==> src/rtl/alu_pkg.sv <==
// rtl/alu_pkg.sv - shared opcodes, forwarding selects and stage record for alu_hazard_ctrl
package alu_pkg;

    localparam logic [5:0] OP_RTYPE = 6'b000000;
    localparam logic [5:0] OP_BEQ   = 6'b000100;
    localparam logic [5:0] OP_BNE   = 6'b000101;
    localparam logic [5:0] OP_ADDI  = 6'b001000;
    localparam logic [5:0] OP_ADDIU = 6'b001001;
    localparam logic [5:0] OP_SLTI  = 6'b001010;
    localparam logic [5:0] OP_SLTIU = 6'b001011;
    localparam logic [5:0] OP_ANDI  = 6'b001100;
    localparam logic [5:0] OP_ORI   = 6'b001101;
    localparam logic [5:0] OP_XORI  = 6'b001110;
    localparam logic [5:0] OP_LW    = 6'b100011;
    localparam logic [5:0] OP_SW    = 6'b101011;

    localparam logic [5:0] FN_SLL = 6'b000000;
    localparam logic [5:0] FN_SRL = 6'b000010;
    localparam logic [5:0] FN_SRA = 6'b000011;
    localparam logic [5:0] FN_ADD = 6'b100000;
    localparam logic [5:0] FN_SUB = 6'b100010;

    localparam logic [1:0] FWD_RF  = 2'b00;
    localparam logic [1:0] FWD_MEM = 2'b01;
    localparam logic [1:0] FWD_WB  = 2'b10;

    localparam int ZF = 2;
    localparam int NF = 1;
    localparam int OF = 0;

    typedef struct packed {
        logic       valid;
        logic       wen;
        logic [4:0] dest;
        logic [4:0] rs;
        logic [4:0] rt;
        logic       uses_rs;
        logic       uses_rt;
        logic       is_load;
        logic       br_eq;
        logic       br_ne;
        logic       ovf_chk;
    } stage_rec_t;

    // Loads in MEM are excluded: the load-use stall keeps that case from arising.
    function automatic logic [1:0] fwd_sel(input logic used, input logic [4:0] src,
                                           input stage_rec_t mem, input stage_rec_t wb);
        if (!used)
            return FWD_RF;
        if (mem.valid && mem.wen && !mem.is_load && mem.dest == src)
            return FWD_MEM;
        if (wb.valid && wb.wen && wb.dest == src)
            return FWD_WB;
        return FWD_RF;
    endfunction

endpackage

==> src/rtl/alu_instr_decode.sv <==
// rtl/alu_instr_decode.sv - combinational decode of one instruction word into a stage record
module alu_instr_decode
    import alu_pkg::*;
(
    input  logic [31:0] instr_i,
    output stage_rec_t  rec_o
);

    logic [5:0] op;
    logic [5:0] funct;
    logic       instr_unused;

    assign op           = instr_i[31:26];
    assign funct        = instr_i[5:0];
    assign instr_unused = ^instr_i[10:6];

    always_comb begin
        rec_o       = '0;
        rec_o.valid = 1'b1;
        rec_o.rs    = instr_i[25:21];
        rec_o.rt    = instr_i[20:16];
        case (op)
            OP_RTYPE: begin
                rec_o.dest    = instr_i[15:11];
                rec_o.uses_rt = 1'b1;
                rec_o.uses_rs = !(funct inside {FN_SLL, FN_SRL, FN_SRA});
                rec_o.ovf_chk = (funct == FN_ADD) || (funct == FN_SUB);
            end
            OP_ADDI, OP_ADDIU, OP_SLTI, OP_SLTIU, OP_ANDI, OP_ORI, OP_XORI: begin
                rec_o.dest    = instr_i[20:16];
                rec_o.uses_rs = 1'b1;
                rec_o.ovf_chk = (op == OP_ADDI);
            end
            OP_LW: begin
                rec_o.dest    = instr_i[20:16];
                rec_o.uses_rs = 1'b1;
                rec_o.is_load = 1'b1;
            end
            OP_SW: begin
                rec_o.uses_rs = 1'b1;
                rec_o.uses_rt = 1'b1;
            end
            OP_BEQ, OP_BNE: begin
                rec_o.uses_rs = 1'b1;
                rec_o.uses_rt = 1'b1;
                rec_o.br_eq   = (op == OP_BEQ);
                rec_o.br_ne   = (op == OP_BNE);
            end
            default: ;
        endcase
        // $0 is hardwired, so writing it is never a real write.
        rec_o.wen = (rec_o.dest != 5'd0);
    end

endmodule

==> src/rtl/alu_hazard_ctrl.sv <==
// rtl/alu_hazard_ctrl.sv - stall, forward, flush and overflow-cancel control for the shared ALU
module alu_hazard_ctrl
    import alu_pkg::*;
#(
    parameter int OVF_CNT_W = 8
) (
    input  logic                 clk,
    input  logic                 rst_n,
    input  logic                 id_valid,
    input  logic [31:0]          id_instr,
    input  logic [2:0]           ex_alu_flags,
    output logic                 stall,
    output logic                 flush,
    output logic [1:0]           fwd_a,
    output logic [1:0]           fwd_b,
    output logic                 ex_valid,
    output logic                 mem_wen,
    output logic                 wb_wen,
    output logic [4:0]           wb_dest,
    output logic                 ovf_pulse,
    output logic [OVF_CNT_W-1:0] ovf_count
);

    stage_rec_t           id_rec;
    stage_rec_t           ex_q, ex_d;
    stage_rec_t           mem_q, mem_d;
    stage_rec_t           wb_q;
    logic [OVF_CNT_W-1:0] ovf_count_q, ovf_count_d;
    logic                 taken;
    logic                 hazard;
    logic                 ovf_hit;
    logic                 neg_unused;

    assign neg_unused = ex_alu_flags[NF];

    alu_instr_decode u_decode (
        .instr_i (id_instr),
        .rec_o   (id_rec)
    );

    always_comb begin
        taken  = ex_q.valid && ((ex_q.br_eq && ex_alu_flags[ZF]) ||
                                (ex_q.br_ne && !ex_alu_flags[ZF]));
        hazard = id_valid && ex_q.valid && ex_q.is_load && ex_q.wen &&
                 ((id_rec.uses_rs && id_rec.rs == ex_q.dest) ||
                  (id_rec.uses_rt && id_rec.rt == ex_q.dest));
        ovf_hit = ex_q.valid && ex_q.ovf_chk && ex_alu_flags[OF];

        // A taken branch squashes ID, so it also overrides any pending stall.
        ex_d = '0;
        if (id_valid && !taken && !hazard)
            ex_d = id_rec;

        mem_d = ex_q;
        if (ovf_hit)
            mem_d.wen = 1'b0;

        ovf_count_d = ovf_count_q;
        if (ovf_hit && !(&ovf_count_q))
            ovf_count_d = ovf_count_q + 1'b1;
    end

    always_ff @(posedge clk) begin
        if (!rst_n) begin
            ex_q        <= '0;
            mem_q       <= '0;
            wb_q        <= '0;
            ovf_count_q <= '0;
        end else begin
            ex_q        <= ex_d;
            mem_q       <= mem_d;
            wb_q        <= mem_q;
            ovf_count_q <= ovf_count_d;
        end
    end

    assign stall     = hazard && !taken;
    assign flush     = taken;
    assign fwd_a     = ex_q.valid ? fwd_sel(ex_q.uses_rs, ex_q.rs, mem_q, wb_q) : FWD_RF;
    assign fwd_b     = ex_q.valid ? fwd_sel(ex_q.uses_rt, ex_q.rt, mem_q, wb_q) : FWD_RF;
    assign ex_valid  = ex_q.valid;
    assign mem_wen   = mem_q.valid && mem_q.wen;
    assign wb_wen    = wb_q.valid && wb_q.wen;
    assign wb_dest   = wb_q.dest;
    assign ovf_pulse = ovf_hit;
    assign ovf_count = ovf_count_q;

endmodule

==> config.mk <==
export PLATFORM = sky130hd
export DESIGN_NAME = alu_hazard_ctrl
export DESIGN_NICKNAME = d
export VERILOG_FILES = /design/src/rtl/alu_pkg.sv /design/src/rtl/alu_instr_decode.sv /design/src/rtl/alu_hazard_ctrl.sv
export SDC_FILE = /design/constraint.sdc
export NUM_CORES = 1
export LEC_CHECK = 0
export ABC_AREA = 1
export CAP_MARGIN = 20
export CORE_ASPECT_RATIO = 0.5
export CORE_MARGIN = 2
export CORE_UTILIZATION = 35
export CTS_CLUSTER_DIAMETER = 100
export CTS_CLUSTER_SIZE = 20
export DETAILED_ROUTE_END_ITERATION = 6
export SYNTH_ARGS = -nofsm -noshare
export SYNTH_HDL_FRONTEND = slang
export SYNTH_SLANG_ARGS = --single-unit
==> constraint.sdc <==
create_clock -name clk -period 1.7 [get_ports clk]
set_clock_uncertainty 0.1 [all_clocks]
set_input_delay 0.34 -clock clk [delete_from_list [all_inputs] [get_ports clk]]
set_output_delay 0.34 -clock clk [all_outputs]
set_load 0.05 [all_outputs]
==> results.py <==
metrics = {
    "run_status": {
        "status": "finished, violations left",
        "violations": "setup timing",
    },
    "cts": {
        "numCtsBuffers": 5,
        "insertion_delay_ns": 0.28,
        "cts_tree": "done",
        "path_clk_slew_ns": 0.06,
        "clk_path_buf_depth": 2,
        "ctsHoldBuffers": 0,
        "htreeDepth": 2,
        "cts_root_buf": "clkbuf_16",
        "cts_sinks": 46,
    },
    "global_route": {
        "antenna_found_initial": 0,
        "grt_pass1_vias": 2129,
        "track_usage_pct": 17.91,
        "grt_pass1_wl_mm": 9.549,
        "grt_overflow_total": 0,
        "grt_max_degree": 23,
    },
    "timing": {
        "rsz0062_at_grt": "true",
        "finalWorstSetupSlack_ns": -0.3302,
        "fin_crit_ns": 2.030,
        "min_period_over_period_pct": 119.4,
        "hold_violations": 0,
        "worst_pin_slew_ns": 0.2656,
        "setup_viol": 5,
        "max_slew_margin_pct": 82.16,
        "slew_violations": 0,
        "fmax_mhz": 492.6,
    },
    "logic_synthesis": {
        "syn_nets": 344,
        "yosysSeqAreaShare_pct": 42.23,
        "synth_common_cells": "inv_1, nor2_1, nand2_1",
        "synth.most_common_cell": "inv_1",
        "synthesis.area_um2": 2181,
        "yosys.area.top_type_share_pct": 42.23,
        "synthCells": 305,
        "yosysTopAreaCell": "dfxtp_1",
        "async_flop_share_pct": 0,
        "synth_enable_flop_cells": 0,
        "synthTopCellsByArea": "dfxtp_1, inv_1, nor2_1, nand2_1, xnor2_1",
        "synth_seq_cells": 46,
        "synth_area_per_cell_um2": 7.150,
        "ys_types": 29,
        "yosys_most_used_dff": "dfxtp_1",
        "yosys_warnings": 0,
    },
    "floorplanning": {
        "core_um2": 6056,
        "die_height_um": 59.82,
        "die-area_um2": 6917,
        "top_level_ports": 61,
        "fp-row-count": 20,
        "dieWidth_um": 115.6,
        "initial_core_util_pct": 36.01,
    },
    "setup_path": {
        "critPathCaptureType": "output pin",
        "start_kind": "flip-flop",
        "arrival_ns": 1.59,
        "critPathMaxFanout": 3,
        "worstPathRequired_ns": 1.26,
        "criticalPathCategory": "reg2out",
    },
    "min_path": {
        "min_path_type": "reg2reg",
    },
    "finish": {
        "post_route_cells_drive_above_1_share_pct": 38.42,
        "final_net_count": 444,
        "antennaDiodeCount": 0,
        "syn2layout_area_growth_pct": 74.18,
        "stdcell_count": 494,
    },
    "route": {
        "firstDrtPassIters": 4,
        "num_vias": 2195,
        "wire_per_inst_um": 12.89,
        "drt_first_iter_violations": 95,
        "totalWireLength_mm": 6.369,
        "antenna_left": 0,
        "routed_via_density": 4.443,
        "drc": 0,
    },
    "placement": {
        "dp.cells": 472,
        "port_buffers": 54,
        "gp_congestion": 0.8874,
        "hpwl_mm": 4.266,
    },
    "pwr": {
        "leakagePower_nw": 1.811,
        "ir_drop_mv": 0.3748,
        "p_per_area_nw_per_um2": 665.6,
        "power_w": 0.002528,
    },
    "run": {
        "max_cap_viol_count": 0,
    },
}
[logic make-up after synthesis]
kind of cell,Yosys count,synth area share [%]
xor+xnor,24,9.638
simple gates,141,27.48
flops,46,42.23
mux,1,0.4590
fa+ha+maj,1,0.5736
compound gates,20,5.623
buf+inv,72,14.00
[timing repair]
action / CTS / global route
resized for setup: 61 / 30
gates cloned: 0 / 3
setup buffers: 7 / 4
endpoints found under the setup margin: 30 / 29
pin swaps: 26 / 9
[state kept, by name (all words and copies together) (netlist names)]
name / cells
wb_q: 2
wb_dest: 5
ex_valid: 1
ex_q: 22
mem_q: 8
ovf_count: 8
[cells in the final DEF (no fill, tap or decap), types with 3 or more instances in the layout]
| cell type | instances |
|---|---|
| a22oi_1 | 5 |
| dlygate4sd2_1 | 16 |
| buf_4 | 47 |
| buf_12 | 20 |
| xor2_1 | 7 |
| nand2_2 | 5 |
| inv_2 | 10 |
| clkbuf_16 | 7 |
| xnor2_1 | 15 |
| a21oi_1 | 7 |
| nand4_1 | 3 |
| clkdlybuf4s50_1 | 11 |
| nand2_1 | 49 |
| inv_1 | 53 |
| nand3_2 | 7 |
| nor2_1 | 35 |
| nor2_2 | 10 |
| dfxtp_2 | 15 |
| nor2_4 | 10 |
| nand3_1 | 10 |
| dfxtp_1 | 30 |
[path summary, 6_finish.rpt]
path | from | endpoint | slack [ns] | cells after the start
setup / recovery | mem_q[18] | fwd_a[0] | -0.33 | 7
hold reg to reg | mem_q[21] | wb_q[21] | 0.33 | 2
setup reg to reg | ex_q[17] | ex_q[8] | 0.06 | 10
hold / removal | mem_q[21] | wb_q[21] | 0.33 | 2
[worst max-delay path, cell delays in order (launching register included)]
cell     delay, ns
dfxtp_2       0.33
inv_2         0.07
buf_6         0.10
nor2_4        0.03
nor4_4        0.26
nand3_2       0.17
nor3_4        0.18
buf_12        0.16
[cell type report]
class / count / area, um2
clock buffers: 6 / 128.9
well taps: 88 / 110.1
inverters: 63 / 236.5
multi-input cells: 187 / 1235
repair buffers: 102 / 1107
fillers: 515 / 2257
clock inverters: 2 / 37.54
flip-flops and latches: 46 / 943.4
[metrics by stage]
step                      setup TNS (ns)  setup WS (ns)  util, %  hold slack [ns]  area (um2)
after floorplan                  -0.5075        -0.1800        -           0.3030        2278
after global placement            -9.943        -0.4675    54.63           0.3105        3308
after detailed placement          -12.13        -0.5481    54.63           0.3106        3308
after CTS                         -1.310        -0.2906    59.71           0.3245        3616
after global routing              -3.149        -0.4183    62.73           0.3486        3799
final                             -1.480        -0.3302    62.73           0.3279        3799
[power breakdown]
| group | total, W | internal [W] | switching, W |
|---|---|---|---|
| sequential | 0.00112 | 0.00110 | 0.0000184 |
| clock | 0.00111 | 0.000694 | 0.000412 |
| combinational | 0.000307 | 0.000157 | 0.000150 |
| total | 0.00253 | 0.00195 | 0.000580 |
[routing by layer]
layer	share of wire, %	vias up	global-route usage, %	wire, um
met5	0	-	0	0
li1	-	1125	-	-
met1	43	1012	21.29	2728
met3	3.5	12	4.158	224
met4	1.6	0	5.102	100
met2	52	46	33.00	3316
No activity file was read; power rests on OpenSTA's default activity.
